===== src/rtl/conv_pkg.sv =====
// Shared types and helpers for the conv_engine NPU block and the pooling/FC stages after it.
// Holds the FSM state type, output-size arithmetic and the default datapath widths.
package conv_pkg;

  localparam int DATA_W_DEF = 8;
  localparam int W_W_DEF    = 8;
  localparam int ACC_W_DEF  = 24;

  typedef enum logic [2:0] {
    S_IDLE  = 3'd0,
    S_MAC   = 3'd1,
    S_DRAIN = 3'd2,
    S_OUT   = 3'd3,
    S_DONE  = 3'd4
  } state_t;

  function automatic int out_dim(input int in_sz, input int k, input int s, input int p);
    return (in_sz + 2 * p - k) / s + 1;
  endfunction

  // Counter width that stays at least one bit for single-entry ranges.
  function automatic int cnt_w(input int n);
    return (n > 1) ? $clog2(n) : 1;
  endfunction

endpackage


===== src/rtl/conv_mac.sv =====
// Serial multiply-accumulate: unsigned pixel times signed weight, accumulated into a signed register.
// acc_next exposes the value the register will take so a downstream stage can capture the final sum.
module conv_mac
  import conv_pkg::*;
#(
  parameter int DATA_W = DATA_W_DEF,
  parameter int W_W    = W_W_DEF,
  parameter int ACC_W  = ACC_W_DEF
) (
  input  logic                     clk,
  input  logic                     rst_n,
  input  logic                     clr,
  input  logic                     en,
  input  logic [DATA_W-1:0]        pixel,
  input  logic signed [W_W-1:0]    weight,
  output logic signed [ACC_W-1:0]  acc_next
);

  localparam int P_W = DATA_W + W_W + 1;

  logic signed [DATA_W:0]    pix_s;
  logic signed [P_W-1:0]     prod;
  logic signed [ACC_W-1:0]   acc;
  logic signed [ACC_W-1:0]   acc_base;

  // A zero MSB lets the unsigned pixel take part in a signed multiply.
  assign pix_s    = {1'b0, pixel};
  assign prod     = P_W'(pix_s) * P_W'(weight);
  assign acc_base = clr ? '0 : acc;
  assign acc_next = acc_base + ACC_W'(prod);

  // NOTE: state registers use non-blocking assignments so every flop samples pre-edge values.
  always_ff @(posedge clk or negedge rst_n) begin
    if (!rst_n) begin
      acc <= '0;
    end else if (en) begin
      acc <= acc_next;
    end
  end

endmodule


===== src/rtl/conv_engine.sv =====
// KxK multi-channel convolution engine with stride/zero padding, one MAC per cycle, streamed output.
// Optional macro CONV_ENGINE_RELU_EN clamps negative results to zero at the output register.
module conv_engine
  import conv_pkg::*;
#(
  parameter int K      = 3,
  parameter int IN_H   = 16,
  parameter int IN_W   = 15,
  parameter int IN_CH  = 1,
  parameter int OUT_CH = 10,
  parameter int STRIDE = 1,
  parameter int PAD    = 0,
  parameter int DATA_W = DATA_W_DEF,
  parameter int W_W    = W_W_DEF,
  parameter int ACC_W  = ACC_W_DEF,
  localparam int OUT_H = out_dim(IN_H, K, STRIDE, PAD),
  localparam int OUT_W = out_dim(IN_W, K, STRIDE, PAD),
  localparam int AW    = cnt_w(IN_CH * IN_H * IN_W),
  localparam int CH_W  = cnt_w(OUT_CH),
  localparam int ROW_W = cnt_w(OUT_H),
  localparam int COL_W = cnt_w(OUT_W)
) (
  input  logic                     clk,
  input  logic                     rst_n,
  input  logic                     start,
  output logic                     busy,
  output logic                     done,
  output logic                     img_rd_en,
  output logic [AW-1:0]            img_rd_addr,
  input  logic [DATA_W-1:0]        img_rd_data,
  input  logic signed [W_W-1:0]    w_conv [K][K][IN_CH][OUT_CH],
  output logic                     out_valid,
  input  logic                     out_ready,
  output logic signed [ACC_W-1:0]  out_data,
  output logic [CH_W-1:0]          out_chan,
  output logic [ROW_W-1:0]         out_row,
  output logic [COL_W-1:0]         out_col,
  output logic                     out_last
);

  localparam int IC_W = cnt_w(IN_CH);
  localparam int KW   = cnt_w(K);

  if (ACC_W < DATA_W + W_W + 1 + $clog2(K * K * IN_CH)) begin : g_acc_chk
    $error("conv_engine: ACC_W=%0d too narrow for a %0dx%0dx%0d dot product", ACC_W, K, K, IN_CH);
  end

  state_t               state;
  logic [CH_W-1:0]      oc;
  logic [ROW_W-1:0]     orow;
  logic [COL_W-1:0]     ocol;
  logic [IC_W-1:0]      ic;
  logic [KW-1:0]        kr;
  logic [KW-1:0]        kc;

  logic                 first_tap;
  logic                 last_tap;
  logic                 last_pix;
  int                   r_i;
  int                   c_i;
  logic                 tap_in;

  logic                 tap_vld_d;
  logic                 tap_clr_d;
  logic                 pad_d;
  logic signed [W_W-1:0] w_d;
  logic [DATA_W-1:0]    mac_pixel;
  logic signed [ACC_W-1:0] acc_next;

  assign first_tap = (ic == '0) && (kr == '0) && (kc == '0);
  assign last_tap  = (ic == IC_W'(IN_CH - 1)) && (kr == KW'(K - 1)) && (kc == KW'(K - 1));
  assign last_pix  = (oc == CH_W'(OUT_CH - 1)) && (orow == ROW_W'(OUT_H - 1)) &&
                     (ocol == COL_W'(OUT_W - 1));

  // NOTE: every variable assigned here gets a value on all paths, so no latch is inferred.
  always_comb begin
    r_i    = int'(orow) * STRIDE + int'(kr) - PAD;
    c_i    = int'(ocol) * STRIDE + int'(kc) - PAD;
    tap_in = (r_i >= 0) && (r_i < IN_H) && (c_i >= 0) && (c_i < IN_W);
  end

  // Padding taps never touch the buffer; their contribution is forced to zero downstream.
  assign img_rd_en   = (state == S_MAC) && tap_in;
  assign img_rd_addr = tap_in ? AW'(int'(ic) * (IN_H * IN_W) + r_i * IN_W + c_i) : '0;

  always_ff @(posedge clk or negedge rst_n) begin
    if (!rst_n) begin
      state <= S_IDLE;
      oc    <= '0;
      orow  <= '0;
      ocol  <= '0;
      ic    <= '0;
      kr    <= '0;
      kc    <= '0;
    end else begin
      case (state)
        S_IDLE: begin
          if (start) state <= S_MAC;
        end
        S_MAC: begin
          if (last_tap) begin
            ic    <= '0;
            kr    <= '0;
            kc    <= '0;
            state <= S_DRAIN;
          end else if (kc == KW'(K - 1)) begin
            kc <= '0;
            if (kr == KW'(K - 1)) begin
              kr <= '0;
              ic <= ic + IC_W'(1);
            end else begin
              kr <= kr + KW'(1);
            end
          end else begin
            kc <= kc + KW'(1);
          end
        end
        S_DRAIN: state <= S_OUT;
        S_OUT: begin
          if (out_ready) begin
            if (last_pix) begin
              oc    <= '0;
              orow  <= '0;
              ocol  <= '0;
              state <= S_DONE;
            end else begin
              state <= S_MAC;
              if (ocol == COL_W'(OUT_W - 1)) begin
                ocol <= '0;
                if (orow == ROW_W'(OUT_H - 1)) begin
                  orow <= '0;
                  oc   <= oc + CH_W'(1);
                end else begin
                  orow <= orow + ROW_W'(1);
                end
              end else begin
                ocol <= ocol + COL_W'(1);
              end
            end
          end
        end
        S_DONE:  state <= S_IDLE;
        default: state <= S_IDLE;
      endcase
    end
  end

  // Tap side-information is delayed one cycle to line up with the read data.
  always_ff @(posedge clk or negedge rst_n) begin
    if (!rst_n) begin
      tap_vld_d <= 1'b0;
      tap_clr_d <= 1'b0;
      pad_d     <= 1'b0;
      w_d       <= '0;
    end else begin
      tap_vld_d <= (state == S_MAC);
      tap_clr_d <= (state == S_MAC) && first_tap;
      pad_d     <= !tap_in;
      w_d       <= w_conv[kr][kc][ic][oc];
    end
  end

  assign mac_pixel = pad_d ? '0 : img_rd_data;

  conv_mac #(
    .DATA_W (DATA_W),
    .W_W    (W_W),
    .ACC_W  (ACC_W)
  ) u_mac (
    .clk      (clk),
    .rst_n    (rst_n),
    .clr      (tap_clr_d),
    .en       (tap_vld_d),
    .pixel    (mac_pixel),
    .weight   (w_d),
    .acc_next (acc_next)
  );

  // The last product lands during DRAIN, so the output register takes the running sum.
  always_ff @(posedge clk or negedge rst_n) begin
    if (!rst_n) begin
      out_data <= '0;
    end else if (state == S_DRAIN) begin
`ifdef CONV_ENGINE_RELU_EN
      out_data <= acc_next[ACC_W-1] ? '0 : acc_next;
`else
      out_data <= acc_next;
`endif
    end
  end

  assign busy      = (state != S_IDLE);
  assign done      = (state == S_DONE);
  assign out_valid = (state == S_OUT);
  assign out_last  = out_valid && last_pix;
  assign out_chan  = oc;
  assign out_row   = orow;
  assign out_col   = ocol;

endmodule

===== config.mk =====
export PLATFORM = sky130hd
export DESIGN_NAME = conv_engine
export DESIGN_NICKNAME = d
export VERILOG_FILES = /design/src/rtl/conv_pkg.sv /design/src/rtl/conv_mac.sv /design/src/rtl/conv_engine.sv
export SDC_FILE = /design/constraint.sdc
export NUM_CORES = 1
export LEC_CHECK = 0
export ABC_CLOCK_PERIOD_IN_PS = 5050
export BUFFER_PORTS_ARGS = -buffer_cell sky130_fd_sc_hd__buf_4
export CAP_MARGIN = 5
export CORE_AREA = 2 2 306 308
export DETAILED_ROUTE_END_ITERATION = 10
export DIE_AREA = 0 0 308 310
export PLACE_DENSITY = 0.47
export SLEW_MARGIN = 20
export SYNTH_ARGS = -nofsm -noshare
export SYNTH_HDL_FRONTEND = slang
export SYNTH_SLANG_ARGS = --single-unit

===== constraint.sdc =====
create_clock -name clk -period 5.05 [get_ports clk]
set_input_delay 0.505 -clock clk [delete_from_list [all_inputs] [get_ports clk]]
set_output_delay 0.505 -clock clk [all_outputs]
set_load 0.005 [all_outputs]

==> metrics <==
H-tree levels=3; r2r worst-path depth=18; via/cell ratio=4.58; Post-synth EDFFs=0; die area=95,500 um^2; GP Congestion=0.919; clock transition at the registers of the reported paths=0.08 ns; Max Freq=0.199 GHz; fraction of layout cells with a size suffix above 1=0.430; wire length per cell=28.4 um; initial drt markers=1,275; initial core utilization=0.155; setup slack, reg-to-reg=0.02 ns; # rows=112; # setup viols final=0; dominant cells by area after synthesis=dfrtp_1, mux2i_1, fa_1; Slew HR=0.317; proportion of power drawn by flip-flops and latches=0.063; Yosys warnings=0; main combinational cell family by area after synthesis=compound AO/OA/AOI/OAI gates; vias=17,000; multiplexer area fraction after synthesis=0.204; power share of the combinational group=0.898; root buffer cell=clkbuf_16; Placed Area=21,600 um^2; status=completed; vias in the first global route=16,400; clk_lat worst skew=0.36 ns; Post-Synth Simple-Gate Area=0.134; FF-to-FF End=u_mac.acc[20]; Crit Path Class=reg -> reg; Worst Max-Slew Pin Slew=1.02 ns; Setup crit start kind=flop; Die X=308 um; post-synth top area share=0.138; Arr. time, crit path=5.27 ns; final hold viol count=0; Placed Cells=3,668; TritonCTS Buffers=9; post-route cell area=22,400 um^2; area of the multi-input gates=11,600 um^2; Lkg Pwr=10.2 nW; Max clock buf depth=2; grt ovf=0; FF+latch area=2000 um^2; Compound-Gate Fraction of Synth Area=0.242; Syn Inst Count=1,765; Net Sw Power=0.0102 W; Fillers=10,300; Die H=310 um; minimum clock period=5.03 ns; Nets=3,390; pin count of the biggest net entering global routing=87; Detail Route Antenna Nets=0; clk_skew=0.0121 ns; final WL=105 mm; power share of the clock group=0.039; RSZ-0062 raised after global routing=yes; DRC viols=0; worst hold path class=in -> async; Seq/Total Area, Yosys=0.138; core area=92,500 um^2; GRT Overall Usage=0.209; Synth area leader=dfrtp_1; first drt pass iteration count=6; adder-cell area share of the yosys netlist=0.181; crit end category=flop; worst flop-to-flop path startpoint=pad_d; Worst VDD drop=0.00119 V; io pins=781; Pint=0.00935 W; most numerous cell in the Yosys netlist=nand2_1; syn avg cell area=8.13 um^2; Req. time, crit path=5.29 ns; fin cells=3,711; top cells by count, synth=nand2_1, o21ai_0, mux2i_1; final worst-path cycle share=0.996; global-route wire length before repair=137 mm; FF+latch count, synth=79; Synth Area in XOR/XNOR=0.0195; switching power share of the total=0.523; antenna violations before repair=78; Setup TNS=0 ns; # hold bufs at CTS=0; IO buf count=780; max-cap violations=0; total power=0.0196 W; hpwl dp=90.2 mm; Sink Count=79; Syn Std Cell Area=14,400 um^2; CP Max Fanout=8; pwr dens=874 nW/um^2; area added between synthesis and finish=56.1%; async set or reset register ratio after synthesis=1.00; worst hold slack=0.122 ns; Syn Nets=2,664; ys flop type=dfrtp_1; Netlist cell types=55; CTS tree=yes; Max Slew Vio Count=0
[layout by cell type (no fill, tap or decap), types with 15 or more instances in the layout]
cell type and count:
diode_2 18, nand3_1 23, dfrtp_1 71, a21oi_1 140, inv_1 92, mux2i_1 153
fa_1 64, a211oi_1 73, xnor2_1 17, o211ai_1 16, a221oi_1 66, buf_4 854
nor2_1 80, mux2_2 104, a22oi_1 22, nor2b_1 18, and2_1 38, o21ai_0 152
nand2_1 211, a21o_1 15, ha_1 84
[sequential cells by signal (all words and copies together) (netlist names)]
signal,count
out_col,4
u_mac.acc,24
pad_d,1
kr,2
kc,2
ic,1
tap_vld_d,1
state,3
tap_clr_d,1
out_row,4
w_d,8
out_data,24
out_chan,4
[layout make-up]
type	count	share of cell area
Tap cell	1197	0.0668
Clock buffer	9	0.0100
Antenna cell	18	0.00201
Sequential cell	79	0.0892
Inverter	99	0.0168
Multi-Input combinational cell	1441	0.518
Clock inverter	7	0.00463
Timing Repair Buffer	861	0.292
[power by group through the flow]
stage	registers (W)	logic [W]	clock network [W]
5_1_grt	0.00127	0.0193	0.000810
6_report	0.00123	0.0176	0.000765
4_1_cts	0.00124	0.0160	0.000785
3_5_place_dp	0.00124	0.0155	0
3_3_place_gp	0.00124	0.0154	0
2_1_floorplan	0.00111	0.00968	0
[repair_timing]
item,in CTS,in global routing
resized for setup,21,62
endpoints found under the setup margin,27,30
pin swaps,4,14
setup buffers,0,9
[per-stage QoR]
stage,setup slack [ns],utilization
after floorplan,0.0420,-
after global placement,-0.265,0.233
after detailed placement,-0.295,0.233
after CTS,-0.00403,0.238
after global routing,-0.127,0.242
final,0.0182,0.242
[worst max-delay path, cell delays in order, from the launching register on]
cell      delay [ns]
dfrtp_2         0.57
nor2b_4         0.10
buf_12          0.14
and2_1          0.16
fa_1            0.52
fa_1            0.54
fa_1            0.43
fa_1            0.51
ha_4            0.30
ha_4            0.19
buf_4           0.15
o21a_1          0.18
nor2_1          0.12
nor3_2          0.06
a211oi_2        0.24
buf_4           0.18
o31ai_4         0.07
xor2_1          0.17
mux2_4          0.27
[per-layer routing]
layer,vias to the layer above,part of all wire,wire length [um],GRT usage
met1,8183,0.41,43100,0.265
li1,7853,-,-,-
met5,-,0.0013,141,0
met3,148,0.072,7580,0.0458
met2,770,0.49,51500,0.354
met4,24,0.029,3090,0.0645
[kinds of logic (layout without fill, tap and decap cells)]
| logic type | after synthesis | count (layout) |
|---|---|---|
| mux | 268 | 268 |
| compound gates | 545 | 545 |
| flops | 79 | 79 |
| simple gates | 429 | 429 |
| buf+inv | 245 | 976 |
| other cells | 0 | 18 |
| xor+xnor | 32 | 32 |
| fa+ha+maj | 167 | 167 |
[how the worst max path moves through the flow]
stage	from	endpoint	slack, ns	cells after the start
finish	pad_d	u_mac.acc[20]	0.02	18
global route	pad_d	u_mac.acc[20]	-0.13	20
CTS	pad_d	u_mac.acc[20]	-0.004	20
detailed placement	img_rd_data[3]	u_mac.acc[20]	-0.29	21
global placement	img_rd_data[3]	out_data[20]	-0.27	21
floorplan	img_rd_data[6]	out_data[19]	0.04	17
No activity file was read; power rests on OpenSTA's default activity.
